[src/rtl/blur_img_core_if.sv]
// Port bundle between the blur engine, its source BRAM read port and the destination memory write port.
// master = blur engine, slave = memories / sequencer driving start_in.
interface blur_img_core_if #(
  parameter int BIT_DEPTH = 8,
  parameter int WIDTH     = 64,
  parameter int HEIGHT    = 64
);
  localparam int AW = $clog2(WIDTH * HEIGHT);

  logic [AW-1:0]        ext_read_addr;
  logic                 ext_read_addr_valid;
  logic [BIT_DEPTH-1:0] ext_pixel_in;
  logic [AW-1:0]        ext_write_addr;
  logic                 ext_write_valid;
  logic [BIT_DEPTH-1:0] ext_pixel_out;
  logic                 start_in;
  logic                 blur_done;
  logic                 blur_data_valid_out;
  logic [3:0]           kernel_ind;

  modport master (
    output ext_read_addr, ext_read_addr_valid,
    input  ext_pixel_in,
    output ext_write_addr, ext_write_valid, ext_pixel_out,
    input  start_in,
    output blur_done, blur_data_valid_out, kernel_ind
  );

  modport slave (
    input  ext_read_addr, ext_read_addr_valid,
    output ext_pixel_in,
    input  ext_write_addr, ext_write_valid, ext_pixel_out,
    output start_in,
    input  blur_done, blur_data_valid_out, kernel_ind
  );
endinterface

[src/rtl/blur_img_core.sv]
// Sequential 3x3 Gaussian blur (1 2 1 / 2 4 2 / 1 2 1, /16) over a frame in external BRAM, 12 cycles per pixel.
// state | meaning
// IDLE  | waiting for start_in
// READ  | issuing the 9 tap addresses, kernel_ind = tap
// DRAIN | 2 cycles collecting the last taps from the 2-cycle BRAM
// WRITE | write strobe for the current pixel, then advance
// DONE  | one-cycle blur_done pulse
module blur_img_core #(
  parameter int BIT_DEPTH = 8,
  parameter int WIDTH     = 64,
  parameter int HEIGHT    = 64
) (
  input logic             clk_in,
  input logic             rst_in,
  blur_img_core_if.master bus
);
  localparam int AW    = $clog2(WIDTH * HEIGHT);
  localparam int XW    = (WIDTH > 1) ? $clog2(WIDTH) : 1;
  localparam int YW    = (HEIGHT > 1) ? $clog2(HEIGHT) : 1;
  localparam int ACC_W = BIT_DEPTH + 4;
  localparam logic [AW-1:0] LAST_IDX = AW'(WIDTH * HEIGHT - 1);

  typedef enum logic [2:0] {IDLE, READ, DRAIN, WRITE, DONE} state_t;

  state_t            state;
  logic [XW-1:0]     x, x_next;
  logic [YW-1:0]     y, y_next;
  logic [AW-1:0]     pix_idx;
  logic              drain_cnt;
  logic [ACC_W-1:0]  acc, acc_next;
  logic              tap_v_d1, tap_v_d2;
  logic [3:0]        tap_k_d1, tap_k_d2;

  // Edge replication: out-of-frame taps reuse the nearest border pixel.
  function automatic logic [AW-1:0] tap_addr(input logic [3:0] k,
                                             input logic [XW-1:0] px,
                                             input logic [YW-1:0] py);
    int cx, cy;
    cx = int'(px) + (int'(k) % 3) - 1;
    cy = int'(py) + (int'(k) / 3) - 1;
    if (cx < 0) cx = 0;
    else if (cx > WIDTH - 1) cx = WIDTH - 1;
    if (cy < 0) cy = 0;
    else if (cy > HEIGHT - 1) cy = HEIGHT - 1;
    return AW'(cy * WIDTH + cx);
  endfunction

  // Read data is only looked at when the delayed issue flag says it belongs to a tap.
  always_comb begin
    acc_next = acc;
    if (tap_v_d2) begin
      case (tap_k_d2)
        4'd4:                acc_next = acc + (ACC_W'(bus.ext_pixel_in) << 2);
        4'd1, 4'd3, 4'd5, 4'd7: acc_next = acc + (ACC_W'(bus.ext_pixel_in) << 1);
        default:             acc_next = acc + ACC_W'(bus.ext_pixel_in);
      endcase
    end
  end

  always_comb begin
    x_next = x + XW'(1);
    y_next = y;
    if (x == XW'(WIDTH - 1)) begin
      x_next = '0;
      y_next = y + YW'(1);
    end
  end

  always_ff @(posedge clk_in) begin
    if (rst_in) begin
      state                   <= IDLE;
      x                       <= '0;
      y                       <= '0;
      pix_idx                 <= '0;
      drain_cnt               <= 1'b0;
      acc                     <= '0;
      tap_v_d1                <= 1'b0;
      tap_v_d2                <= 1'b0;
      tap_k_d1                <= '0;
      tap_k_d2                <= '0;
      bus.ext_read_addr       <= '0;
      bus.ext_read_addr_valid <= 1'b0;
      bus.ext_write_addr      <= '0;
      bus.ext_write_valid     <= 1'b0;
      bus.ext_pixel_out       <= '0;
      bus.blur_done           <= 1'b0;
      bus.blur_data_valid_out <= 1'b0;
      bus.kernel_ind          <= '0;
    end else begin
      tap_v_d1 <= bus.ext_read_addr_valid;
      tap_k_d1 <= bus.kernel_ind;
      tap_v_d2 <= tap_v_d1;
      tap_k_d2 <= tap_k_d1;
      acc      <= acc_next;
      case (state)
        IDLE: begin
          if (bus.start_in) begin
            x                       <= '0;
            y                       <= '0;
            pix_idx                 <= '0;
            acc                     <= '0;
            bus.kernel_ind          <= '0;
            bus.ext_read_addr       <= tap_addr(4'd0, XW'(0), YW'(0));
            bus.ext_read_addr_valid <= 1'b1;
            state                   <= READ;
          end
        end
        READ: begin
          if (bus.kernel_ind == 4'd8) begin
            bus.ext_read_addr_valid <= 1'b0;
            bus.kernel_ind          <= '0;
            drain_cnt               <= 1'b0;
            state                   <= DRAIN;
          end else begin
            bus.kernel_ind    <= bus.kernel_ind + 4'd1;
            bus.ext_read_addr <= tap_addr(bus.kernel_ind + 4'd1, x, y);
          end
        end
        DRAIN: begin
          if (drain_cnt) begin
            bus.ext_write_valid     <= 1'b1;
            bus.blur_data_valid_out <= 1'b1;
            bus.ext_write_addr      <= pix_idx;
            bus.ext_pixel_out       <= acc_next[ACC_W-1:4];
            state                   <= WRITE;
          end else begin
            drain_cnt <= 1'b1;
          end
        end
        WRITE: begin
          bus.ext_write_valid     <= 1'b0;
          bus.blur_data_valid_out <= 1'b0;
          if (pix_idx == LAST_IDX) begin
            bus.blur_done <= 1'b1;
            state         <= DONE;
          end else begin
            x                       <= x_next;
            y                       <= y_next;
            pix_idx                 <= pix_idx + AW'(1);
            acc                     <= '0;
            bus.kernel_ind          <= '0;
            bus.ext_read_addr       <= tap_addr(4'd0, x_next, y_next);
            bus.ext_read_addr_valid <= 1'b1;
            state                   <= READ;
          end
        end
        DONE: begin
          bus.blur_done <= 1'b0;
          state         <= IDLE;
        end
        default: state <= IDLE;
      endcase
    end
  end
endmodule

[src/flat_wrapper.sv]
// flat-port wrapper written by rule: the top's interface ports become plain ports
module blur_img_core_flat 
#(
  parameter int BIT_DEPTH = 8,
  parameter int WIDTH     = 64,
  parameter int HEIGHT    = 64
)
  (clk_in, rst_in, bus_ext_read_addr, bus_ext_read_addr_valid, bus_ext_pixel_in, bus_ext_write_addr, bus_ext_write_valid, bus_ext_pixel_out, bus_start_in, bus_blur_done, bus_blur_data_valid_out, bus_kernel_ind);
  blur_img_core_if #(.BIT_DEPTH(BIT_DEPTH), .WIDTH(WIDTH), .HEIGHT(HEIGHT)) bus_i ();
  input logic clk_in;
  input logic rst_in;
  output wire logic [$bits(bus_i.ext_read_addr)-1:0] bus_ext_read_addr;
  output wire logic [$bits(bus_i.ext_read_addr_valid)-1:0] bus_ext_read_addr_valid;
  input wire logic [$bits(bus_i.ext_pixel_in)-1:0] bus_ext_pixel_in;
  output wire logic [$bits(bus_i.ext_write_addr)-1:0] bus_ext_write_addr;
  output wire logic [$bits(bus_i.ext_write_valid)-1:0] bus_ext_write_valid;
  output wire logic [$bits(bus_i.ext_pixel_out)-1:0] bus_ext_pixel_out;
  input wire logic [$bits(bus_i.start_in)-1:0] bus_start_in;
  output wire logic [$bits(bus_i.blur_done)-1:0] bus_blur_done;
  output wire logic [$bits(bus_i.blur_data_valid_out)-1:0] bus_blur_data_valid_out;
  output wire logic [$bits(bus_i.kernel_ind)-1:0] bus_kernel_ind;
  assign bus_ext_read_addr = bus_i.ext_read_addr;
  assign bus_ext_read_addr_valid = bus_i.ext_read_addr_valid;
  assign bus_i.ext_pixel_in = bus_ext_pixel_in;
  assign bus_ext_write_addr = bus_i.ext_write_addr;
  assign bus_ext_write_valid = bus_i.ext_write_valid;
  assign bus_ext_pixel_out = bus_i.ext_pixel_out;
  assign bus_i.start_in = bus_start_in;
  assign bus_blur_done = bus_i.blur_done;
  assign bus_blur_data_valid_out = bus_i.blur_data_valid_out;
  assign bus_kernel_ind = bus_i.kernel_ind;
  blur_img_core #(.BIT_DEPTH(BIT_DEPTH), .WIDTH(WIDTH), .HEIGHT(HEIGHT)) u_core (.clk_in(clk_in), .rst_in(rst_in), .bus(bus_i));
endmodule
[config.mk]
export PLATFORM = sky130hd
export DESIGN_NAME = blur_img_core_flat
export DESIGN_NICKNAME = d
export VERILOG_FILES = /design/src/rtl/blur_img_core_if.sv /design/src/rtl/blur_img_core.sv /design/src/flat_wrapper.sv
export SDC_FILE = /design/constraint.sdc
export NUM_CORES = 1
export LEC_CHECK = 0
export ABC_AREA = 1
export CELL_PAD_IN_SITES_DETAIL_PLACEMENT = 0
export CELL_PAD_IN_SITES_GLOBAL_PLACEMENT = 1
export CORE_MARGIN = 2
export CORE_UTILIZATION = 42
export DETAILED_ROUTE_END_ITERATION = 6
export DONT_BUFFER_PORTS = 1
export PLACE_DENSITY_LB_ADDON = 0.1
export SYNTH_ARGS = -nofsm -noshare
export SYNTH_HDL_FRONTEND = slang
export SYNTH_SLANG_ARGS = --single-unit
[constraint.sdc]
create_clock -name clk_in -period 5 [get_ports clk_in]
set_input_delay 1 -clock clk_in [delete_from_list [all_inputs] [get_ports clk_in]]
set_output_delay 1 -clock clk_in [all_outputs]
set_load 0.005 [all_outputs]
### After elaboration in Yosys (flattened, before gate mapping)

Cells that the tools add are included.

| cells by class | value |
|---|---|
| mux-type cells | 56 |
| reduce and logical (&&, ||, !) cells | 16 |
| add/subtract/negate cells | 15 |
| divide/modulo/power cells | 2 |
| equality and inequality tests | 18 |
| magnitude comparators | 8 |

Operators by type and width:

| operator | number |
|---|---|
| 12-bit two-way mux | 17 |
| 6-bit two-way mux | 15 |
| 12-bit one-hot mux with 2 select lines | 3 |
| 7-bit by 32-bit adder with 32-bit output | 2 |
| 32-bit by 7-bit greater-than comparator with 1-bit output (second input constant) | 2 |
| 32-bit by 1-bit less-than comparator with 1-bit output (second input constant) | 2 |
| 32-bit by 2-bit subtractor with 32-bit output (second input constant) | 2 |
| 12-bit one-hot mux with 3 select lines | 1 |
| 5-bit by 3-bit divider with 32-bit output (second input constant) | 1 |
| 5-bit by 3-bit remainder unit with 32-bit output (second input constant) | 1 |
| 12-bit adder | 2 |
| 6-bit one-hot mux with 2 select lines | 2 |
| 7-bit greater-than comparator (second input constant) | 2 |
| 7-bit by 1-bit less-than comparator with 1-bit output (second input constant) | 2 |
| 6-bit by 1-bit subtractor with 7-bit output (second input constant) | 2 |
| 12-bit by 1-bit adder with 12-bit output (second input constant) | 1 |
| 12-bit by 10-bit adder with 12-bit output | 1 |
| 12-bit by 8-bit adder with 12-bit output | 1 |
| 12-bit by 9-bit adder with 12-bit output | 1 |
| 6-bit by 1-bit adder with 6-bit output (second input constant) | 2 |
| 12-bit == test (second input constant) | 1 |
| 4-bit by 3-bit == test with 1-bit output (second input constant) | 3 |
| 3-bit two-way mux | 4 |
| 4-bit two-way mux | 3 |
| 22 further kinds | 42 |

| word-level totals | value |
|---|---|
| flip-flop bits (word level) | 89 |
| bits of input ports | 11 |

### Longest topological paths before layout

Gate-level depths: netlist (run 1).

| depth | value |
|---|---|
| word-level depth | 13 |
| mapped depth | 39 |
| gate-level depth less buffers | 39 |

### Worst setup path after synthesis (run 1)

OpenSTA, ideal clock, no wires.

| timing | value |
|---|---|
| kind | register -> register |
| from | register u_core.bus.kernel_ind[0] |
| to | register u_core.bus.ext_read_addr[0] |
| arrival time | 4.882 ns |
| path slack | -0.001 ns |
| buffers on the path | 0 |
| setup time | 0.119 ns |
| cell stages (with the launch flop) | 39 |
| cell sequence | dfxtp_1 ha_1 xor2_1 nand2_1 inv_1 ha_1 ha_1 inv_1 nand2_4 nor2_8 xor2_2 ha_1 inv_1 nand2_1 nor2_2 mux2i_1 ha_1 inv_1 [... 3 more ...] inv_1 nand3_1 nand3_1 nand3_1 nand2_1 nand2_1 nand2_1 nand2_1 nand2_1 nand2_1 nand2_1 o21ai_0 nor2_1 nand4_1 nor2_1 nand3_1 nand2_1 a21oi_1 |

| on the way | value |
|---|---|
| longest elaborated chain between the ends | 13 |
| elaborated cells on any way between the ends | 17 |
| classes of those cells | 4 x add/sub; 1 x div; 2 x order compare; 2 x eq/ne; 7 x mux; 1 x reduce/logical |

Ends and longest elaborated chain:

| what | RTL line | text |
|---|---|---|
| start: declaration | blur_img_core_if.sv:26 | `output blur_done, blur_data_valid_out, kernel_ind` |
| start signal: assignment | blur_img_core.sv:115 | `bus.kernel_ind <= bus.kernel_ind + 4'd1;` |
| 4-bit by 1-bit adder with 4-bit output | blur_img_core.sv:116 | `bus.ext_read_addr <= tap_addr(bus.kernel_ind + 4'd1, x, y);` |
| 5-bit by 3-bit remainder unit with 32-bit output | blur_img_core.sv:39 | `cx = int'(px) + (int'(k) % 3) - 1;` |
| 7-bit by 32-bit adder with 32-bit output | blur_img_core.sv:39 |  |
| 32-bit by 2-bit subtractor with 32-bit output | blur_img_core.sv:39 |  |
| 32-bit by 7-bit greater-than comparator with 1-bit output | blur_img_core.sv:42 | `else if (cx > WIDTH - 1) cx = WIDTH - 1;` |
| 12-bit two-way mux | blur_img_core.sv:42 |  |
| 12-bit two-way mux | blur_img_core.sv:41 | `if (cx < 0) cx = 0;` |
| 12-bit two-way mux | blur_img_core.sv:109 | `if (bus.kernel_ind == 4'd8) begin` |
| 12-bit two-way mux | blur_img_core.sv:95 | `case (state)` |
| 12-bit two-way mux | blur_img_core.sv:70 | `if (rst_in) begin` |
| 12-bit adder | blur_img_core.sv:45 | `return AW'(cy * WIDTH + cx);` |
| 12-bit two-way mux | blur_img_core.sv:109 |  |
| 12-bit one-hot mux with 3 select lines | blur_img_core.sv:95 |  |
| end signal: assignment | blur_img_core.sv:103 | `bus.ext_read_addr <= tap_addr(4'd0, XW'(0), YW'(0));` |
| end signal: assignment | blur_img_core.sv:116 |  |
| end signal: assignment | blur_img_core.sv:142 | `bus.ext_read_addr <= tap_addr(4'd0, x_next, y_next);` |
| end: declaration | blur_img_core_if.sv:22 | `output ext_read_addr, ext_read_addr_valid,` |

Several ways; a longest one is shown, not always the timed one. The select of a mux whose other input is x is not followed.
A chain may end at the register's enable or synchronous reset.

### Worst setup path in the final report (run 1)

| timing | value |
|---|---|
| from | register u_core.bus.kernel_ind[0] |
| to | register u_core.bus.ext_read_addr[5] |

Same word-level chain as after synthesis.

==> metrics, run 1 <==
Cell Area, Placed 8790 um2; Post-synth EDFFs 0; wire per inst 14.3 um; Max Fclk 208 MHz; Clk pin slew, worst setup/hold paths 80 ps; TritonCTS clock tree built; design area 9560 um2; worst min-delay path category flop to flop; #FFs+latches synth 89; Final Setup Violations 0; drt drc 0; die area 20200 um2; Synth top area share 22.2%; max-slew violation count 0; clock skew 10.4 ps; Final GP Congestion 0.880; number of CTS-inserted buffers 9; clk_lat worst skew 350 ps; post-synthesis sequential area ratio 22.2%; vias in the first global route 7601; Main synth FF type dfxtp_1; Fin. Hold Viols 0; DP HPWL 18.1 mm; critical path class flop to flop; Syn Inst Count 1267; Die Wd 142 um; outcome finished, final reports clean; largest net degree at the start of global routing 36; Area Growth Syn to Fin 19.2%; worst setup path startpoint u_core.bus.kernel_ind[0]$_SDFFE_PP0P_; CP endpoint kind flop; unrepaired setup endpoints after global routing true; Critical Path Source Type flop; Max Cap Viol 0; Cells after DPL 1555; syn_area_per_cell 6.33 um2; RR Startpoint u_core.bus.kernel_ind[0]$_SDFFE_PP0P_; initial core utilization 42.9%; num rows 50; Antenna Cells 0; drt via density 5.05; Pre-Repair DR Iteration Count 4; drt initial violations 327; slew at the pin closest to its max-slew limit 1030 ps; CP max FO 6; peak supply drop 0.217 mV; Yosys top cell by area dfxtp_1; gr usage total 22.7%; Distinct cells, synth 51; crit share post-route 96.0%; Worst path most repeated cell inv_2; H-tree levels 3; Post-Syn Area 8030 um2; Root Buffer Master clkbuf_16; CTS sink cnt 89; Period minus WS final 4800 ps; Worst slew margin 31.3%; PwrDens 338 nW/um2; crit path max-delay cell type fa_2; Hold Path Origin u_core.tap_k_d1[0]$_SDFF_PP0_; final WL 22.7 mm; Leak 4.76 nW; layout cells sized above 1 15.7%; most area-consuming cells after synthesis dfxtp_1 22%, ha_1 14%, nand2_1 13%; largest stage delay on the critical path 390 ps; Core ar. 18700 um2; fillers 1967; CTS Hold Buffers Added 0; via count 7986; Clock Tree Buf Depth 2; Synthesis Warnings 0; antenna violations before repair 0; global route total overflow 0; CP required 5240 ps; Worst Path Arrival 5040 ps; Routed Antenna Nets 0; first-pass GRT wire length 37.1 mm; nets 1447; Ports 51; Synth async-reset ratio 0%; Die Y 142 um; number of buffers added on ports 0; Finished Layout Cells 1582
[path summary, 6_finish.rpt]
check | endpoint | cells past startpoint | slack (ps)
max | u_core.bus.ext_read_addr[5]$_SDFFE_PP0P_ | 37 | 200
min | u_core.tap_k_d2[0]$_SDFF_PP0_ | 2 | 390
max reg2reg | u_core.bus.ext_read_addr[5]$_SDFFE_PP0P_ | 37 | 200
min reg2reg | u_core.tap_k_d2[0]$_SDFF_PP0_ | 2 | 390
[worst max-delay path, delay by kind of cell, from the launching register on]
kind | cells | cell delay, ps
multiplexers | 1 | 210
adder cells (fa/ha/maj) | 7 | 1440
AO/OA/AOI/OAI | 1 | 50
buffers and inverters | 7 | 550
XOR/XNOR | 2 | 370
AND/OR/NAND/NOR | 19 | 1670
flip-flops | 1 | 370
[timing repair]
action | CTS | global route
endpoints found under the setup margin | 6 | 10
gates resized for setup | 8 | 97
pin swaps | 3 | 34
buffers inserted | 2 | 9
gates cloned | 0 | 0
endpoints found under the hold margin | 0 | 0
[metal layers]
metal / wire length [um] / GRT usage, % / share of wire, % / vias up
li1: - / - / - / 4250
met1: 10200 / 27.6 / 45 / 3621
met2: 11600 / 42.5 / 51 / 93
met3: 561 / 2.42 / 2.5 / 22
met4: 307 / 5.47 / 1.4 / 0
met5: 0 / 0 / 0 / -
[cell families (layout without fill, tap and decap cells)]
family / Yosys count / in the layout / share of synthesized area [%]
adders and majority gates: 93 / 93 / 15.1
DFF: 89 / 89 / 22.2
other: 2 / 6 / 0.0936
buffers and inverters: 249 / 326 / 11.7
and+or+nand+nor: 561 / 561 / 30.3
AOI/OAI and AO/OA: 231 / 231 / 16.0
muxes: 1 / 1 / 0.125
xor gates and xnor gates: 41 / 41 / 4.57
[sequential cells by signal (all words and copies together), names as in the netlist]
register and cells:
u_core.bus.ext_read_addr_valid 1, u_core.acc 12, u_core.tap_v_d1 1, u_core.bus.kernel_ind 4
u_core.state 3, u_core.pix_idx 12, u_core.x 6, u_core.tap_k_d2 4
u_core.bus.ext_write_addr 12, u_core.bus.ext_read_addr 12, u_core.bus.ext_write_valid 1, u_core.bus.blur_done 1
u_core.drain_cnt 1, u_core.tap_v_d2 1, u_core.tap_k_d1 4, u_core.y 6
u_core.bus.ext_pixel_out 8
[stage by stage]
stage	setup slack, ps	total power [mW]	hold slack, ps	util (%)	TNS [ps]
4_1_cts	5.22	3.08	394	48.8	0
3_3_place_gp	-13.3	2.38	390	47.0	-65.8
2_1_floorplan	53.4	1.81	388	-	0
3_5_place_dp	-89.9	2.37	392	47.0	-484
6_report	199	3.23	392	51.1	0
5_1_grt	-127	3.53	421	51.1	-756
[cells in the final DEF, fill, tap and decap left out, drive strengths merged, types with 3 or more instances in the layout]
master      n
a211oi      5
a21oi      90
a31oi       7
and2        4
buf        83
clkbuf      9
clkinv      3
clkinvlp    3
conb        6
dfxtp      89
fa          6
ha         87
inv       228
nand2     273
nand3      85
nand3b      8
nand4      12
nor2      154
nor3       17
nor3b       3
o211ai      6
o21a        4
o21ai      93
o21bai      4
o22ai      13
or2         3
xnor2      13
xor2       28
[synthesized netlist by cell type, drive strengths merged, types with 2 or more instances]
library cell / instances
nand2: 273
conb: 2
o311ai: 2
nor4: 2
o21a: 4
a31oi: 7
a211oi: 5
o32ai: 2
a21oi: 90
o22ai: 13
fa: 6
xor2: 28
nor3: 17
dfxtp: 89
clkbuf: 20
or2: 3
nor2: 154
and2: 4
o211ai: 6
nor3b: 3
inv: 225
o21bai: 4
xnor2: 13
o21ai: 93
nand3: 85
ha: 87
clkinv: 2
nand4: 12
buf: 2
nand3b: 8
[layout make-up]
class	instances	area (um2)	area share, %
Timing Repair Buffer	83	638	6.67
Tap cell	234	293	3.06
Clock inverter	7	72.6	0.759
Multi-Input combinational cell	933	5700	59.6
Clock buffer	9	225	2.36
Sequential cell	89	1790	18.7
Inverter	227	852	8.91
[where the power goes]
group          leakage [nW]  switching, mW  internal [mW]  total [mW]
Clock                 0.136          0.334          0.352       0.686
Combinational          3.90           1.06          0.731        1.79
Sequential            0.721         0.0228          0.731       0.754
Total                  4.76           1.42           1.81        3.23
No activity file was read; power rests on OpenSTA's default activity.
==> run 2: changes to the inputs <==
--- a/config.mk
+++ b/config.mk
@@ -12,6 +12,7 @@
 export CORE_UTILIZATION = 42
 export DETAILED_ROUTE_END_ITERATION = 6
 export DONT_BUFFER_PORTS = 1
+export MAX_ROUTING_LAYER = met4
 export PLACE_DENSITY_LB_ADDON = 0.1
 export SYNTH_ARGS = -nofsm -noshare
 export SYNTH_HDL_FRONTEND = slang
==> run 2 against run 1 <==
  * Fmax rose by 0.11%
  * Clock power barely moved
  * Die area did not move
  * Sequential share of layout area did not move
  * Register-to-register slack barely moved
  * Flip-flop and latch count did not move
  * Global-route usage rose by 0.66 points
  * Sequential power barely moved
  * Routed wire length barely moved
  * Critical path type unchanged
  * Critical endpoint unchanged
  * Clock-buffer cell count did not move
  * Critical path depth did not move
==> metrics, run 2 (synthesized netlist as in run 1, its figures left out) <==
outcome finished, final reports clean (unchanged); Root Buffer Master clkbuf_16 (unchanged); wire per inst 14.3 um (about the same); PwrDens 338 nW/um2 (about the same); fillers 1967 (unchanged); Period minus WS final 4800 ps (about the same); unrepaired setup endpoints after global routing true (unchanged); vias in the first global route 7605 (was 7601); antenna violations before repair 0 (unchanged); Clk pin slew, worst setup/hold paths 80 ps (about the same); drt initial violations 312 (was 327); Ports 51 (unchanged); CP max FO 6 (unchanged); Die Y 142 um (unchanged); Cells after DPL 1555 (unchanged); dpl ws -89.9 ps (unchanged); drt drc 0 (unchanged); final WL 22.7 mm (about the same); clk_lat worst skew 350 ps (about the same); largest net degree at the start of global routing 36 (unchanged); number of CTS-inserted buffers 9 (unchanged); Worst Path Arrival 5040 ps (about the same); clock skew 10.2 ps (was 10.4 ps); worst min-delay path category flop to flop (unchanged); most common cell after layout, fill and taps aside nand2_1 (unchanged); final worst setup slack 204 ps (was 199 ps); Worst path most repeated cell inv_2 (unchanged); Core ar. 18700 um2 (unchanged); num rows 50 (unchanged); Max Fclk 209 MHz (was 208 MHz); peak supply drop 0.216 mV (was 0.217 mV); drt via density 5.06 (was 5.05); Worst slew margin 31.7% (was 31.3%); first-pass GRT wire length 37.1 mm (about the same); Total Power 3.23 mW (about the same); CP endpoint kind flop (unchanged); die area 20200 um2 (unchanged); Die Wd 142 um (unchanged); Routed Antenna Nets 0 (unchanged); Leak 4.76 nW (unchanged); critical path class flop to flop (unchanged); slew at the pin closest to its max-slew limit 1020 ps (was 1030 ps); DP HPWL 18.1 mm (unchanged); Max Cap Viol 0 (unchanged); TritonCTS clock tree built (unchanged); Final Setup Violations 0 (unchanged); Worst R2R Setup Slack 200 ps (about the same); worst r2r path cells 37 (unchanged); Fin. Hold Viols 0 (unchanged); Antenna Cells 0 (unchanged); max-slew violation count 0 (unchanged); crit path max-delay cell type fa_2 (unchanged); CTS sink cnt 89 (unchanged); Clock Tree Buf Depth 2 (unchanged); Pre-Repair DR Iteration Count 4 (unchanged); number of buffers added on ports 0 (unchanged); largest stage delay on the critical path 390 ps (about the same); Hold Path Origin u_core.tap_k_d1[0]$_SDFF_PP0_ (unchanged); most frequent cells in the layout 245 x nand2_1, 216 x inv_1, 134 x nor2_1 (unchanged); Area Growth Syn to Fin 19.2% (unchanged); nets 1447 (unchanged); gr usage total 23.3% (was 22.7%); global route total overflow 0 (unchanged); via count 8001 (was 7986); critical path's top delay family simple AND/OR/NAND/NOR gates (unchanged); setup TNS 0 ps (unchanged); worst path buffer plus inverter count 7 (unchanged); Final GP Congestion 0.895 (was 0.880); RR Startpoint u_core.bus.kernel_ind[0]$_SDFFE_PP0P_ (unchanged); hold endpoint u_core.tap_k_d2[0]$_SDFF_PP0_ (unchanged); CP required 5240 ps (about the same); H-tree levels 3 (unchanged); Core Util, Final 51.1% (unchanged); layout cells sized above 1 15.7% (unchanged); hold path cells 2 (unchanged); Reg-to-Reg End u_core.bus.ext_read_addr[5]$_SDFFE_PP0P_ (unchanged); crit share post-route 95.9% (was 96.0%); initial core utilization 42.9% (unchanged); Critical Path Source Type flop (unchanged); Finished Layout Cells 1582 (unchanged)
## run 2: cell counts in the layout (fill, tap and decap cells not counted)
No cell type changed its count.
## run 2: metal layers
| layer | share of wire [%] | GRT usage [%] | routed length [um] |
|---|---|---|---|
| met2 | 51 | 42.5 | 11600 |
| met1 | 45 | 27.6 | 10200 |
| met4 | 1.3 | 5.47 | 301 |
| met3 | 2.6 | 2.42 | 584 |
| met5 | 0 | - | 0 |
## run 2: power breakdown
part | switching [mW] | internal, mW
logic | 1.06 | 0.731
registers | 0.0227 | 0.731
clock network | 0.335 | 0.352
## run 2: how the worst max path moves through the flow
stage	depth (start not counted)	end	slack, ps	from
detailed placement	38	u_core.bus.ext_read_addr[5]$_SDFFE_PP0P_	-90	u_core.bus.kernel_ind[0]$_SDFFE_PP0P_
finish	37	u_core.bus.ext_read_addr[5]$_SDFFE_PP0P_	200	u_core.bus.kernel_ind[0]$_SDFFE_PP0P_
global route	39	u_core.bus.ext_read_addr[3]$_SDFFE_PP0P_	-130	u_core.bus.kernel_ind[0]$_SDFFE_PP0P_
floorplan	38	u_core.bus.ext_read_addr[0]$_SDFFE_PP0P_	50	u_core.bus.kernel_ind[0]$_SDFFE_PP0P_
global placement	38	u_core.bus.ext_read_addr[4]$_SDFFE_PP0P_	-10	u_core.bus.kernel_ind[0]$_SDFFE_PP0P_
CTS	38	u_core.bus.ext_read_addr[5]$_SDFFE_PP0P_	5	u_core.bus.kernel_ind[0]$_SDFFE_PP0P_
## run 2: cell type report
cell class,instances,area (um2),area share (%)
Clock inverter,7,72.6,0.759
Timing Repair Buffer,83,638,6.67
Multi-Input combinational cell,933,5700,59.6
Inverter,227,852,8.91
Tap cell,234,293,3.06
Clock buffer,9,225,2.36
Sequential cell,89,1790,18.7
## run 2: what timing repair did
item | 4_1_cts | 5_1_grt
pin swaps | 3 | 34
setup buffers | 2 | 9
endpoints found under the setup margin | 6 | 10
hold endpoints to repair | 0 | 0
gates resized for setup | 8 | 97
hold buffers | 0 | 0
## run 2: per-stage QoR
stage          hold slack, ps  cell area [um2]
4_1_cts                   394             9130
2_1_floorplan             388             8050
5_1_grt                   421             9560
6_report                  394             9560
3_3_place_gp              390             8790
3_5_place_dp              392             8790
## run 2: worst reg2reg max path: cells and delay by family (launching register included)
family / cells / cell delay (ps)
AOI/OAI and AO/OA: 1 / 50
and+or+nand+nor: 19 / 1670
adders and majority gates: 7 / 1440
xor gates and xnor gates: 2 / 370
DFF: 1 / 370
muxes: 1 / 210
buffers and inverters: 7 / 550
==> run 3: changes to the inputs <==
--- a/config.mk
+++ b/config.mk
@@ -8,7 +8,6 @@
 export ABC_AREA = 1
 export CELL_PAD_IN_SITES_DETAIL_PLACEMENT = 0
 export CELL_PAD_IN_SITES_GLOBAL_PLACEMENT = 1
-export CORE_MARGIN = 2
 export CORE_UTILIZATION = 42
 export DETAILED_ROUTE_END_ITERATION = 6
 export DONT_BUFFER_PORTS = 1
==> run 3 against run 2 <==
  * Hold slack better by 4.4 ps
  * Sequential power about the same
  * Largest power group unchanged
  * Register-to-register slack about the same
  * Final cell count down 0.13%
==> metrics, run 3 (synthesized netlist as in run 1, its figures left out) <==
Die Y 140 um (was 142 um); worst min-delay path category flop to flop (unchanged); register share of total power 23.5% (was 23.3%); Worst R2R Setup Slack 200 ps (about the same); met2 usage 44.9% (was 42.5%); RR Startpoint u_core.bus.kernel_ind[0]$_SDFFE_PP0P_ (unchanged); crit path max-delay cell type fa_2 (unchanged); Ports 51 (unchanged); antenna violations before repair 0 (unchanged); number of buffers added on ports 0 (unchanged); critical path's top delay family simple AND/OR/NAND/NOR gates (unchanged); drt initial violations 222 (was 312); clock network power share 21.4% (was 21.2%); nets 1445 (was 1447); clock skew 13.2 ps (was 10.2 ps); Routed Antenna Nets 0 (unchanged); Worst Path Arrival 5040 ps (about the same); die area 19700 um2 (was 20200 um2); critical path class flop to flop (unchanged); layout cells sized above 1 14.4% (was 15.7%); max-slew violation count 0 (unchanged); Core ar. 18700 um2 (unchanged); hold endpoint u_core.tap_k_d2[1]$_SDFF_PP0_ (was u_core.tap_k_d2[0]$_SDFF_PP0_); Clock Tree Buf Depth 2 (unchanged); slew at the pin closest to its max-slew limit 1010 ps (was 1020 ps); CP required 5240 ps (about the same); final WL 22.4 mm (was 22.7 mm); clk_lat worst skew 350 ps (about the same); DP HPWL 18.0 mm (was 18.1 mm); CP max FO 6 (unchanged); largest net degree at the start of global routing 42 (was 36); Final GP Congestion 0.877 (was 0.895); Area Growth Syn to Fin 17.8% (was 19.2%); Gate power share 55.1% (was 55.5%); Pre-Repair DR Iteration Count 4 (unchanged); Fin. Hold Viols 0 (unchanged); worst path buffer plus inverter count 8 (was 7); Antenna Cells 0 (unchanged); PwrDens 339 nW/um2 (was 338 nW/um2); drt drc 0 (unchanged); Hold Path Origin u_core.tap_k_d1[1]$_SDFF_PP0_ (was u_core.tap_k_d1[0]$_SDFF_PP0_); number of CTS-inserted buffers 9 (unchanged); drt via density 5.05 (was 5.06); CP endpoint kind flop (unchanged); GR Util met1 27.3% (was 27.6%); CTS sink cnt 89 (unchanged); most frequent cells in the layout 249 x nand2_1, 217 x inv_1, 137 x nor2_1 (was 245 x nand2_1, 216 x inv_1, 134 x nor2_1); outcome finished, final reports clean (unchanged); worst r2r path cells 38 (was 37); first-pass GRT wire length 37.4 mm (was 37.1 mm); Period minus WS final 4800 ps (about the same); crit share post-route 95.9% (about the same); H-tree levels 3 (unchanged); unrepaired setup endpoints after global routing true (unchanged); global route total overflow 0 (unchanged); via count 7973 (was 8001); vias in the first global route 7859 (was 7605); GR peak layer met2 (unchanged); Critical Path Source Type flop (unchanged); P_int 1.81 mW (about the same); Leak 4.75 nW (was 4.76 nW); wire per inst 14.2 um (was 14.3 um); num rows 50 (unchanged); met3 usage 2.60% (was 2.42%); Worst slew margin 32.6% (was 31.7%); Final Setup Violations 0 (unchanged); sw frac 43.6% (was 43.9%); hold path cells 2 (unchanged); Total Power 3.21 mW (was 3.23 mW); Sw Pwr 1.40 mW (was 1.42 mW); largest stage delay on the critical path 380 ps (was 390 ps); most common cell after layout, fill and taps aside nand2_1 (unchanged); Reg-to-Reg End u_core.bus.ext_read_addr[0]$_SDFFE_PP0P_ (was u_core.bus.ext_read_addr[5]$_SDFFE_PP0P_); gr usage total 24.1% (was 23.3%); Die Wd 140 um (was 142 um); TritonCTS clock tree built (unchanged); initial core utilization 42.9% (unchanged); Root Buffer Master clkbuf_16 (unchanged); Core Util, Final 50.6% (was 51.1%); Max Fclk 209 MHz (about the same); peak supply drop 0.236 mV (was 0.216 mV); Max Cap Viol 0 (unchanged); Clk pin slew, worst setup/hold paths 80 ps (about the same)
[run 3: worst reg2reg max path: cells and delay by family (launching register included)]
family                   cells  cell delay (ps)
XOR/XNOR                     2              370
multiplexers                 1              230
AO/OA/AOI/OAI                1               50
flip-flops                   1              370
buffers and inverters        8              650
adder cells (fa/ha/maj)      7             1460
AND/OR/NAND/NOR             19             1590
[run 3: per-layer routing]
metal	up-vias	wire length, um
met3	29	409
li1	4238	-
met2	80	11500
met4	0	504
met1	3626	9970
met5	-	0
[run 3: layout make-up]
type	instances	area, um2
Clock buffer	9	225
Clock inverter	7	72.6
Fill cell	1998	9250
Inverter	227	852
Multi-Input combinational cell	933	5600
Sequential cell	89	1790
Tap cell	234	293
Timing Repair Buffer	81	623
[run 3: worst max path at each step]
| stage | startpoint | endpoint | slack, ps | cells after the start |
|---|---|---|---|---|
| after floorplan | u_core.bus.kernel_ind[0]$_SDFFE_PP0P_ | u_core.bus.ext_read_addr[0]$_SDFFE_PP0P_ | 50 | 38 |
| after global placement | u_core.bus.kernel_ind[0]$_SDFFE_PP0P_ | u_core.bus.ext_read_addr[0]$_SDFFE_PP0P_ | 8 | 38 |
| final | u_core.bus.kernel_ind[0]$_SDFFE_PP0P_ | u_core.bus.ext_read_addr[0]$_SDFFE_PP0P_ | 200 | 38 |
| after global routing | u_core.bus.kernel_ind[0]$_SDFFE_PP0P_ | u_core.bus.ext_read_addr[4]$_SDFFE_PP0P_ | -110 | 37 |
| after CTS | u_core.bus.kernel_ind[0]$_SDFFE_PP0P_ | u_core.bus.ext_read_addr[2]$_SDFFE_PP0P_ | 10 | 39 |
| after detailed placement | u_core.bus.kernel_ind[0]$_SDFFE_PP0P_ | u_core.bus.ext_read_addr[2]$_SDFFE_PP0P_ | -100 | 37 |
[run 3: power groups by stage]
stage / clock network (mW) / logic (mW) / registers (mW)
floorplan: 0 / 1.05 / 0.760
global route: 0.726 / 1.99 / 0.756
detailed placement: 0 / 1.61 / 0.769
global placement: 0 / 1.62 / 0.769
finish: 0.686 / 1.77 / 0.754
CTS: 0.700 / 1.64 / 0.753
[run 3: repair_timing]
action / CTS / global route
endpoints found under the setup margin: 6 / 10
hold buffers: 0 / 0
gates resized for setup: 12 / 72
pin swaps: 2 / 32
buffers inserted: 1 / 6
[run 3: through the flow]
step                      setup TNS (ps)  hold slack (ps)  area, um2  setup slack, ps  cells
after CTS                              0              406       9140             9.86   1574
after global placement                 0              391       8810             8.14   1557
final                                  0              399       9460              204   1580
after detailed placement            -596              394       8810             -104   1557
after floorplan                        0              388       8050             53.4   1271
after global routing                -599              434       9460             -106   1580
